File: src/rtl/pc_gen_unit.sv
// Registered fetch-PC generator: sequential advance, branch/jump redirect, misaligned-target trap.
// Optional redirect history buffer enabled by defining PC_HIST_EN.
module pc_gen_unit #(
  parameter int unsigned     XLEN         = 32,
  parameter logic [XLEN-1:0] RESET_VECTOR = '0,
  parameter logic [XLEN-1:0] TRAP_VECTOR  = XLEN'(32'h0000_0100)
`ifdef PC_HIST_EN
  ,
  parameter int unsigned     HIST_DEPTH   = 8
`endif
) (
  input  logic            clk,
  input  logic            rst_n,
  input  logic            if_ready,
  input  logic            ex_valid,
  input  logic [XLEN-1:0] ex_pc,
  input  logic [XLEN-1:0] ex_imm,
  input  logic [2:0]      ex_branch,
  input  logic            ex_zero,
  input  logic [XLEN-1:0] ex_alu,
  output logic [XLEN-1:0] pc,
  output logic            pc_valid,
  output logic [XLEN-1:0] ex_pc_plus4,
  output logic            flush,
  output logic            misalign_exc,
  output logic [31:0]     redirect_cnt
`ifdef PC_HIST_EN
  ,
  input  logic [$clog2(HIST_DEPTH)-1:0] hist_idx,
  output logic [XLEN-1:0]               hist_src,
  output logic [XLEN-1:0]               hist_tgt
`endif
);

  localparam logic [2:0] BR_BNE  = 3'b001;
  localparam logic [2:0] BR_BEQ  = 3'b010;
  localparam logic [2:0] BR_JAL  = 3'b011;
  localparam logic [2:0] BR_JALR = 3'b100;

  logic            taken;
  logic            redirect;
  logic [XLEN-1:0] target;

  // Branch resolution and target selection for the execute-stage instruction
  always_comb begin
    taken  = 1'b0;
    target = ex_pc + ex_imm;
    case (ex_branch)
      BR_BNE:  taken = !ex_zero;
      BR_BEQ:  taken = ex_zero;
      BR_JAL:  taken = 1'b1;
      BR_JALR: begin
        taken  = 1'b1;
        target = ex_alu & ~XLEN'(1);
      end
      default: taken = 1'b0;
    endcase
  end

  assign redirect     = ex_valid && taken;
  assign flush        = redirect;
  assign misalign_exc = redirect && (target[1:0] != 2'b00);
  assign ex_pc_plus4  = ex_pc + XLEN'(4);

  // Fetch PC: trap beats redirect, redirect beats sequential advance (even when stalled)
  always_ff @(posedge clk or negedge rst_n) begin
    if (!rst_n) begin
      pc       <= RESET_VECTOR;
      pc_valid <= 1'b0;
    end else begin
      pc_valid <= 1'b1;
      if (misalign_exc) begin
        pc <= TRAP_VECTOR;
      end else if (redirect) begin
        pc <= target;
      end else if (pc_valid && if_ready) begin
        pc <= pc + XLEN'(4);
      end
    end
  end

  // Saturating count of taken redirects, trapped ones included
  always_ff @(posedge clk or negedge rst_n) begin
    if (!rst_n) begin
      redirect_cnt <= '0;
    end else if (redirect && (redirect_cnt != '1)) begin
      redirect_cnt <= redirect_cnt + 32'd1;
    end
  end

`ifdef PC_HIST_EN
  localparam int unsigned HAW = $clog2(HIST_DEPTH);

  logic [XLEN-1:0] hist_src_q [HIST_DEPTH];
  logic [XLEN-1:0] hist_tgt_q [HIST_DEPTH];
  logic [HAW-1:0]  wr_ptr;
  logic [HAW-1:0]  rd_ptr;

  // Circular redirect log; wr_ptr always points at the next slot to overwrite
  always_ff @(posedge clk or negedge rst_n) begin
    if (!rst_n) begin
      wr_ptr <= '0;
      for (int unsigned i = 0; i < HIST_DEPTH; i++) begin
        hist_src_q[HAW'(i)] <= '0;
        hist_tgt_q[HAW'(i)] <= '0;
      end
    end else if (redirect) begin
      hist_src_q[wr_ptr] <= ex_pc;
      hist_tgt_q[wr_ptr] <= target;
      wr_ptr             <= wr_ptr + HAW'(1);
    end
  end

  // Index 0 is the newest entry, so read backwards from the write pointer
  assign rd_ptr   = wr_ptr - HAW'(1) - hist_idx;
  assign hist_src = hist_src_q[rd_ptr];
  assign hist_tgt = hist_tgt_q[rd_ptr];
`endif

endmodule

File: config.mk
export PLATFORM = sky130hd
export DESIGN_NAME = pc_gen_unit
export DESIGN_NICKNAME = d
export VERILOG_FILES = /design/src/rtl/pc_gen_unit.sv
export SDC_FILE = /design/constraint.sdc
export NUM_CORES = 1
export LEC_CHECK = 0
export ABC_AREA = 1
export CAP_MARGIN = 20
export CORE_MARGIN = 2
export CORE_UTILIZATION = 29
export DETAILED_ROUTE_END_ITERATION = 7
export GPL_TIMING_DRIVEN = 0
export HOLD_SLACK_MARGIN = 0.1
export PLACE_DENSITY = 0.56
export SETUP_SLACK_MARGIN = 0.3
export SYNTH_ARGS = -nofsm -noshare
export SYNTH_HDL_FRONTEND = slang
export SYNTH_SLANG_ARGS = --single-unit
File: constraint.sdc
create_clock -name clk -period 2 [get_ports clk]
set_input_delay 0.4 -clock clk [delete_from_list [all_inputs] [get_ports clk]]
set_output_delay 0.4 -clock clk [all_outputs]
set_load 0.1 [all_outputs]
==> results.tsv, run 1 <==
stage	metric	value	unit
timing	Slew @ Worst Pin	0.857	ns
floorplan	die height	163	um
drt	DRT iter0 DRCs	537	
layout	fillers	2477	
grt	largest net degree at the start of global routing	66	
grt	number of global-route vias before repair	8516	
floorplan	core box area	0.0250	mm2
clocking	TritonCTS clock tree	done	
synthesis	Cell Area, Synth	0.00737	mm2
drt	via/cell ratio	4.66	
setup_path	reg-to-reg startpoint	pc[2]	
placed_design	placed cell area	0.0108	mm2
floorplan	Die Area	0.0267	mm2
drt	remaining antenna violation count	0	
drt	wire length per cell	15.1	um
synthesis	sequential area share after synthesis	22.1	%
power_and_ir_drop	Switch Pwr	4710	uW
power_and_ir_drop	P per Cell Area	704	mW/mm2
timing	RSZ-0062 raised after global routing	yes	
timing	clock skew	0.00787	ns
layout	Layout area overhead	73.6	%
placed_design	IO Port Bufs	201	
setup_path	kind of start point of the critical path	input port	
setup_path	CP arrival	1.89	ns
clocking	clk buf depth	2	
clocking	clock sinks	65	
job	Max Cap Violations	0	
placed_design	routability congestion estimate	0.912	
layout	share of layout cells above drive strength 1	36.5	%
timing	Tcrit/Tclk final	114	%
drt	# DRC	0	
setup_path	Critical Path Start	ex_pc[6]	
placed_design	DPL Wire Length	22100	um
setup_path	crit path kind	in -> out	
clocking	Num CTS Buffers	9	
clocking	hold buffers post-CTS	0	
power_and_ir_drop	Sw Share	52.3	%
layout	commonest non-fill, non-tap cell in the layout	nand2_1	
setup_path	CP endpoint kind	output port	
floorplan	Initial Utilization	29.4	%
layout	fin area	0.0128	mm2
drt	drt first pass iters	5	
synthesis	synth warn	0	
drt	drt total wl	28200	um
synthesis	Yosys cell types	42	
timing	Final Max Slew Viols	0	
clocking	clock latency on the worst-skew pair	0.35	ns
timing	fmax	437	MHz
power_and_ir_drop	VDD IR-drop max	0.831	mV
synthesis	synthesized instance count	1249	
layout	most frequent cells in the layout	nand2_1 (395), inv_1 (182), nor2_1 (75), buf_2 (65), buf_4 (59)	
synthesis	ys flop type	dfrtp_1	
clocking	Root Driver	clkbuf_16	
layout	fin util	51.1	%
setup_path	WP data required	1.60	ns
timing	final hold violations	0	
power_and_ir_drop	Clk pwr share	19.6	%
synthesis	Mapped Nets	1388	
power_and_ir_drop	Gate power share	57.7	%
floorplan	io pins	203	
layout	Final #Nets	1676	
floorplan	Die X	163	um
floorplan	Site Rows	58	
clocking	CTS clk-pin slew, worst paths	0.06	ns
timing	endpoints failing setup	18	
run_status	failing checks	negative setup slack	
timing	Max-slew headroom	42.8	%
grt	first-pass GRT wire length	44300	um
timing	Final WS setup	-0.288	ns
clocking	H-tree depth	3	
layout	ant diodes	0	
setup_path	Max FO, Critical Path	4	
grt	GRT Overall Usage	21.0	%
timing	clock period minus final worst setup slack	2.29	ns
synthesis	Syn Area/Cell	5.90	um2
synthesis	Yosys reg bits	65	
hold_path	hold crit path type	in -> async	
grt	initial antenna violation count	0	
synthesis	number of enable flip-flop cells after synthesis	0	
power_and_ir_drop	P_int	4300	uW
power_and_ir_drop	Seq pwr share	22.6	%
power_and_ir_drop	Pleak	0.00626	uW
run_status	outcome	complete, but fails checks	
grt	GRT overflow	0	
drt	routed vias	8719	
synthesis	FFs w/ async S/R, synth	100	%
[cell families (layout without fill, tap and decap cells)]
family	Yosys count	count (layout)	synth area share [%]
flops	65	65	22.1
fa+ha+maj	35	35	6.04
simple gates	736	736	42.9
compound gates	110	110	7.62
buf+inv	220	513	11.6
xor+xnor	82	82	9.74
other cells	1	1	0.0509
[stage by stage]
stage	hold slack (ns)	worst slack, ns	total power (uW)	TNS (ns)	std cells
after global routing	0.241	-0.388	9490	-5.72	1872
after floorplan	0.104	-0.625	5450	-8.01	1249
after CTS	0.205	-0.490	8760	-5.38	1836
after global placement	0.481	-2.29	6790	-217.44	1780
final	0.157	-0.288	9000	-3.15	1872
after detailed placement	0.485	-2.28	6810	-81.03	1780
[layer usage]
metal	vias to the layer above	routed length (um)	GRT usage (%)
met2	207	13800	37.5
met1	4012	12700	26.7
met3	36	1190	2.97
met5	-	0	0
met4	0	580	5.07
li1	4464	-	-
[flip-flops by register name, indices dropped and copies added, names as in the netlist]
register      flops
pc               32
pc_valid          1
redirect_cnt     32
[critical path: stages]
cell	delay, ns
buf_8	0.10
nand2_2	0.07
nor2_4	0.14
nand3_4	0.11
nand3b_4	0.22
nor2_4	0.14
nand2_4	0.09
nor3_4	0.24
xor2_4	0.19
buf_12	0.19
[cell usage after synthesis (3+ instances only)]
library cell	number	area, um2
buf_4	4	30.0
nor4_1	3	18.8
a21oi_1	68	340
xnor2_1	36	315
o21ai_0	35	175
nand4_1	18	113
nor3_2	5	50.1
nand2_1	453	1700
inv_1	196	736
nor2_1	119	447
clkbuf_1	8	30.0
nor2_4	3	33.8
nor3_1	27	135
inv_2	3	11.3
dfrtp_1	65	1630
ha_1	34	425
xor2_1	46	403
buf_2	6	30.0
nand3b_1	3	22.5
nor2_2	6	37.5
nand3_1	81	405
nand3_2	5	50.1
[power groups by stage]
stage          clock network [uW]  logic (uW)  registers (uW)
6_report                     1770        5200            2040
5_1_grt                      1870        5550            2080
3_5_place_dp                    0        4730            2090
2_1_floorplan                   0        1780            3670
4_1_cts                      1810        4910            2040
3_3_place_gp                    0        4700            2080
[cell type report]
cell class / count / area (um2) / share of cell area (%)
multi-input combinational: 964 / 6650 / 51.9
timing repair buffer: 276 / 2720 / 21.2
sequential: 65 / 1750 / 13.6
inverter: 200 / 777 / 6.07
tap: 330 / 413 / 3.23
clock buffer: 10 / 239 / 1.87
buffer: 20 / 160 / 1.25
clock inverter: 6 / 91.3 / 0.714
timing repair inverter: 1 / 8.76 / 0.0684
[timing repair]
| item | CTS | global route |
|---|---|---|
| gates resized for setup | 812 | 193 |
| pin swaps | 50 | 61 |
| setup endpoints to repair | 161 | 100 |
| cloned | 1 | 3 |
| setup buffers | 39 | 33 |
[final timing paths]
kind	depth (start not counted)	endpoint	slack (ns)
max	10	ex_pc_plus4[31]	-0.29
min	1	redirect_cnt[15]	0.16
max reg2reg	10	pc[16]	0.17
min reg2reg	1	redirect_cnt[6]	0.50
max in group asynchronous	1	pc[2]	1.19
min in group clk	1	redirect_cnt[6]	0.50
(Power assumes the default switching activity.)
==> inputs of run 2 (changes only) <==
--- a/config.mk
+++ b/config.mk
@@ -7,12 +7,11 @@
 export LEC_CHECK = 0
 export ABC_AREA = 1
 export CAP_MARGIN = 20
-export CORE_MARGIN = 2
+export CORE_MARGIN = 4
 export CORE_UTILIZATION = 29
 export DETAILED_ROUTE_END_ITERATION = 7
 export GPL_TIMING_DRIVEN = 0
 export HOLD_SLACK_MARGIN = 0.1
-export PLACE_DENSITY = 0.56
 export SETUP_SLACK_MARGIN = 0.3
 export SYNTH_ARGS = -nofsm -noshare
 export SYNTH_HDL_FRONTEND = slang
==> constraint.sdc (replaced) <==
create_clock -name clk -period 2 [get_ports clk]
set_input_delay 0.5 -clock clk [delete_from_list [all_inputs] [get_ports clk]]
set_output_delay 0.5 -clock clk [all_outputs]
set_load 0.1 [all_outputs]
==> run 2 against run 1 <==
  * The run still ends with negative setup slack left
  * Critical path depth rose by 2
  * Routed wire length rose by 2.2%
  * Clock power rose by 3%
  * Global-route usage fell by 1.6 points
  * Sequential cell count did not move
  * Clock skew fell by 0.0017 ns
  * Cell area rose by 3.0%
  * Maximum frequency fell by 9.7%
  * Hold slack improved by 0.12 ns
  * Sequential power barely moved
  * Largest power group unchanged
==> results.tsv, run 2 (synthesis gave the netlist of run 1 again) <==
stage	metric	value	unit
floorplan	Die X	167	um
drt	routed vias	8840	
setup_path	R2R Path End	redirect_cnt[28]	
power_and_ir_drop	P per Cell Area	697	mW/mm2
placed_design	pre-CTS setup slack	-2.49	ns
layout	most frequent cells in the layout	nand2_1 (392), inv_1 (182), buf_4 (104), nor2_1 (69), nand3_1 (56)	
setup_path	Critical-path top delay cell	buf_12	
clocking	hold buffers post-CTS	0	
timing	final hold violations	0	
power_and_ir_drop	Pleak	0.00639	uW
timing	Max-slew headroom	43.9	%
grt	number of global-route vias before repair	8499	
drt	via/cell ratio	4.68	
clocking	clk buf depth	2	
drt	drt total wl	28900	um
timing	Tcrit/Tclk final	127	%
layout	Final #Nets	1693	
setup_path	flop-to-flop setup slack	0.20	ns
setup_path	Max FO, Critical Path	4	
clocking	CTS clk-pin slew, worst paths	0.06	ns
clocking	clock sinks	65	
power_and_ir_drop	VDD IR-drop max	1.23	mV
placed_design	routability congestion estimate	0.907	
grt	largest net degree at the start of global routing	66	
layout	fillers	2387	
clocking	Root Driver	clkbuf_16	
drt	drt first pass iters	4	
power_and_ir_drop	Seq pwr share	22.1	%
floorplan	Initial Utilization	29.4	%
floorplan	Die Area	0.0280	mm2
layout	Layout area overhead	78.8	%
setup_path	crit path kind	in -> out	
grt	first-pass GRT wire length	44500	um
setup_path	CP arrival	2.03	ns
power_and_ir_drop	Switch Pwr	4710	uW
setup_path	CP endpoint kind	output port	
floorplan	io pins	203	
timing	fmax	395	MHz
grt	initial antenna violation count	0	
hold_path	hold crit path type	in -> async	
floorplan	Site Rows	58	
timing	Final Max Slew Viols	0	
placed_design	IO Port Bufs	201	
drt	DRT iter0 DRCs	461	
grt	GRT overflow	0	
clocking	TritonCTS clock tree	done	
setup_path	kind of start point of the critical path	input port	
power_and_ir_drop	Clk pwr share	20.0	%
floorplan	die height	167	um
drt	wire length per cell	15.3	um
setup_path	largest stage delay on the critical path	0.19	ns
placed_design	placed insts	1780	
timing	clock period minus final worst setup slack	2.53	ns
setup_path	cell family with most CP delay	simple AND/OR/NAND/NOR gates	
power_and_ir_drop	P_int	4480	uW
timing	clock skew	0.00616	ns
setup_path	WP data required	1.50	ns
floorplan	core box area	0.0251	mm2
run_status	failing checks	negative setup slack	
power_and_ir_drop	Gate power share	58.0	%
timing	RSZ-0062 raised after global routing	yes	
setup_path	cell mode on critical path	buf_12	
drt	# DRC	0	
layout	commonest non-fill, non-tap cell in the layout	nand2_1	
drt	remaining antenna violation count	0	
timing	Final WS setup	-0.533	ns
placed_design	DPL Wire Length	22100	um
setup_path	Reg2Reg Depth	10	
setup_path	CP bufs+invs	5	
clocking	clock latency on the worst-skew pair	0.34	ns
power_and_ir_drop	Sw Share	51.3	%
clocking	Num CTS Buffers	9	
grt	GRT Overall Usage	19.4	%
setup_path	crit path cell chain	buf_12 -> ha_4 -> inv_4 -> nor2_4 -> nand3_4 -> nor2_4 -> nand2_4 -> nor4_4 -> buf_6 -> buf_12 -> xor2_4 -> buf_12	
layout	share of layout cells above drive strength 1	38.3	%
run_status	outcome	complete, but fails checks	
layout	top flop regs	pc (32), redirect_cnt (32), pc_valid (1)	
setup_path	reg-to-reg startpoint	redirect_cnt[0]	
timing	endpoints failing setup	31	
timing	Slew @ Worst Pin	0.842	ns
clocking	H-tree depth	3	
job	Max Cap Violations	0	
layout	Final Non-Filler Cells	1889	
layout	ant diodes	0	
-- run 2: cell count changes in the layout (fill, tap and decap cells not counted), moves of 5 or more --
cell             before  now
clkbuf_4              5   15
nor2_2               19   25
a21oi_1              45   39
clkdlybuf4s15_2       8    1
nor2_1               75   69
buf_4                59  104
buf_6                22   43
nand3_2              15   20
buf_2                65   20
a21oi_2              19   26
-- run 2: power by group through the flow --
stage          logic (uW)  registers (uW)  clock network (uW)
2_1_floorplan        1790            3660                   0
3_3_place_gp         4730            2060                   0
3_5_place_dp         4770            2070                   0
4_1_cts              5020            2030                1860
5_1_grt              5650            2080                1930
6_report             5320            2030                1830
-- run 2: worst max-delay path by stage --
stage                        start         endpoint  cells past startpoint
after floorplan           ex_pc[2]  ex_pc_plus4[28]                      9
final                     ex_pc[3]  ex_pc_plus4[24]                     12
after global routing      ex_pc[2]  ex_pc_plus4[24]                     12
after detailed placement  ex_pc[2]  ex_pc_plus4[28]                     11
after global placement    ex_pc[2]  ex_pc_plus4[28]                     11
after CTS                 ex_pc[2]  ex_pc_plus4[26]                     12
-- run 2: area by class of cell --
type,count,area [um2],share of cell area (%)
Buffer,20,151,1.15
Clock buffer,10,229,1.74
Clock inverter,6,116,0.883
Inverter,200,781,5.92
Multi-Input combinational cell,964,6740,51.1
Sequential cell,65,1740,13.2
Tap cell,330,413,3.13
Timing Repair Buffer,293,3000,22.8
Timing Repair inverter,1,11.3,0.0854
-- run 2: layer usage --
layer	wire [um]	vias up	track usage, %	part of all wire, %
li1	-	4490	-	-
met1	13000	4070	26.1	45
met2	13500	237	32.2	47
met3	1660	43	3.78	5.7
met4	686	0	5.08	2.4
met5	0	-	0	0
-- run 2: timing repair --
action                                 CTS  global route
pin swaps                               55            80
setup buffers                           37            54
endpoints found under the hold margin    0             0
setup endpoints to repair              161           101
gates cloned                             1             1
resized for setup                      882           238
-- run 2: through the flow --
stage | power (uW) | hold slack, ns | TNS [ns] | cell area, um2 | util [%]
CTS | 8900 | 0.306 | -11.67 | 12000 | 47.7
finish | 9180 | 0.277 | -8.73 | 13200 | 52.5
global route | 9660 | 0.353 | -12.45 | 13200 | 52.5
detailed placement | 6830 | 0.485 | -96.11 | 10900 | 43.3
global placement | 6800 | 0.482 | -236.03 | 10900 | 43.4
floorplan | 5450 | 0.204 | -13.25 | 8460 | -
==> inputs of run 3 (changes only) <==
--- a/config.mk
+++ b/config.mk
@@ -13,6 +13,7 @@
 export GPL_TIMING_DRIVEN = 0
 export HOLD_SLACK_MARGIN = 0.1
 export SETUP_SLACK_MARGIN = 0.3
+export SLEW_MARGIN = 5
 export SYNTH_ARGS = -nofsm -noshare
 export SYNTH_HDL_FRONTEND = slang
 export SYNTH_SLANG_ARGS = --single-unit
==> run 3 against run 2 <==
  * The flow still finishes with violations (negative setup slack)
  * Die area is the same
  * Clock skew increased by 0.0011 ns
  * Clock power about the same
  * Hold slack gained 0.21 ns
  * Critical path depth down 2
  * Critical endpoint is now ex_pc_plus4[31]
==> results.tsv, run 3 (synthesis gave the netlist of run 1 again) <==
stage	metric	value	unit
timing	clock skew	0.00727	ns
power_and_ir_drop	VDD IR-drop max	0.949	mV
drt	routed vias	8941	
setup_path	crit path kind	in -> out	
floorplan	io pins	203	
floorplan	Die Area	0.0280	mm2
drt	remaining antenna violation count	0	
clocking	Root Driver	clkbuf_16	
setup_path	Critical-path top delay cell	nor3_4	
floorplan	core box area	0.0251	mm2
grt	first-pass GRT wire length	44900	um
clocking	TritonCTS clock tree	done	
placed_design	DPL Wire Length	22200	um
power_and_ir_drop	Pleak	0.00672	uW
job	Max Cap Violations	0	
placed_design	IO Port Bufs	201	
grt	largest net degree at the start of global routing	58	
floorplan	Initial Utilization	29.4	%
grt	initial antenna violation count	0	
drt	drt first pass iters	5	
clocking	Num CTS Buffers	9	
run_status	failing checks	negative setup slack	
setup_path	WP data required	1.50	ns
clocking	H-tree depth	3	
layout	top flop regs	pc (32), redirect_cnt (32), pc_valid (1)	
floorplan	die height	167	um
setup_path	largest stage delay on the critical path	0.29	ns
layout	most frequent cells in the layout	nand2_1 (390), inv_1 (181), buf_4 (113), nor2_1 (74), nand3_1 (56)	
floorplan	Site Rows	58	
timing	endpoints failing setup	43	
layout	Layout area overhead	84.3	%
setup_path	CP endpoint kind	output port	
timing	Max-slew headroom	50.5	%
floorplan	Die X	167	um
grt	GRT Overall Usage	19.5	%
layout	share of layout cells above drive strength 1	39.1	%
timing	RSZ-0062 raised after global routing	yes	
placed_design	routability congestion estimate	0.907	
timing	Final WS setup	-0.540	ns
setup_path	CP bufs+invs	2	
timing	Final Max Slew Viols	0	
layout	commonest non-fill, non-tap cell in the layout	nand2_1	
hold_path	hold crit path type	reg -> reg	
clocking	CTS clk-pin slew, worst paths	0.06	ns
drt	DRT iter0 DRCs	469	
setup_path	cell family with most CP delay	simple AND/OR/NAND/NOR gates	
power_and_ir_drop	P per Cell Area	688	mW/mm2
layout	Final #Nets	1705	
run_status	outcome	complete, but fails checks	
timing	setup_tns	-8.92	ns
clocking	clock sinks	65	
timing	Slew @ Worst Pin	0.743	ns
grt	GRT overflow	0	
timing	final hold violations	0	
layout	ant diodes	0	
clocking	clk buf depth	2	
timing	clock period minus final worst setup slack	2.54	ns
timing	fmax	394	MHz
setup_path	crit path cell chain	buf_12 -> nand3_4 -> nor2_4 -> nand3_4 -> nand3b_4 -> nor2_4 -> nand2_4 -> nor3_4 -> xor2_4 -> buf_12	
drt	via/cell ratio	4.70	
setup_path	CP arrival	2.04	ns
drt	drt total wl	29300	um
placed_design	placed insts	1781	
clocking	clock latency on the worst-skew pair	0.33	ns
drt	wire length per cell	15.4	um
setup_path	Max FO, Critical Path	4	
grt	number of global-route vias before repair	8634	
drt	# DRC	0	
setup_path	kind of start point of the critical path	input port	
layout	Final Non-Filler Cells	1901	
timing	Tcrit/Tclk final	127	%
## run 3: worst reg2reg max path, delay by kind of cell, from the launching register on
kind / cells / cell delay, ns
fa+ha+maj: 1 / 0.17
compound gates: 1 / 0.11
simple gates: 8 / 1.00
flops: 1 / 0.45
## run 3: metal layers
metal / vias up / wire length [um] / GRT usage, % / part of all wire (%)
li1: 4516 / - / - / -
met1: 4166 / 13400 / 26.6 / 46
met2: 224 / 13900 / 32.2 / 48
met3: 35 / 1460 / 3.56 / 5.0
met4: 0 / 576 / 4.59 / 2.0
met5: - / 0 / 0 / 0
## run 3: area by class of cell
cell class,instances,area (um2)
fill,2335,11500
multi-input combinational,964,6950
timing repair buffer,306,3190
sequential,65,1740
inverter,200,791
tap,330,413
clock buffer,10,229
buffer,20,154
clock inverter,6,116
## run 3: worst paths after layout
kind / startpoint / to / slack [ns] / cells after the start
hold reg to reg: redirect_cnt[25] / redirect_cnt[25] / 0.49 / 1
hold / removal: redirect_cnt[25] / redirect_cnt[25] / 0.49 / 1
min in group asynchronous: rst_n / redirect_cnt[0] / 0.53 / 2
setup reg to reg: pc[2] / pc[16] / 0.15 / 10
max in group asynchronous: rst_n / pc[22] / 0.93 / 3
setup / recovery: ex_pc[4] / ex_pc_plus4[31] / -0.54 / 10
## run 3: timing repair
action,CTS,global route
hold buffers,1,0
endpoints found under the hold margin,8,0
pin swaps,41,96
gates cloned,0,3
buffers inserted,36,64
endpoints found under the setup margin,161,100
gates resized for setup,872,289
## run 3: metrics by stage
step	instance area (um2)	hold WS [ns]	util (%)	setup WS [ns]	power [uW]
2_1_floorplan	8460	0.204	-	-0.825	5450
3_5_place_dp	10900	0.344	43.5	-2.49	6840
4_1_cts	11900	0.491	47.6	-0.688	8870
6_report	13600	0.489	54.1	-0.540	9340
5_1_grt	13600	0.520	54.1	-0.604	9820
3_3_place_gp	10900	0.482	43.4	-2.52	6800
## run 3: where the power goes
| group | switching (uW) | total (uW) | internal, uW | leakage, uW |
|---|---|---|---|---|
| Clock | 623 | 1850 | 1220 | 0.000167 |
| Combinational | 3750 | 5470 | 1720 | 0.00579 |
| Sequential | 406 | 2030 | 1630 | 0.000766 |
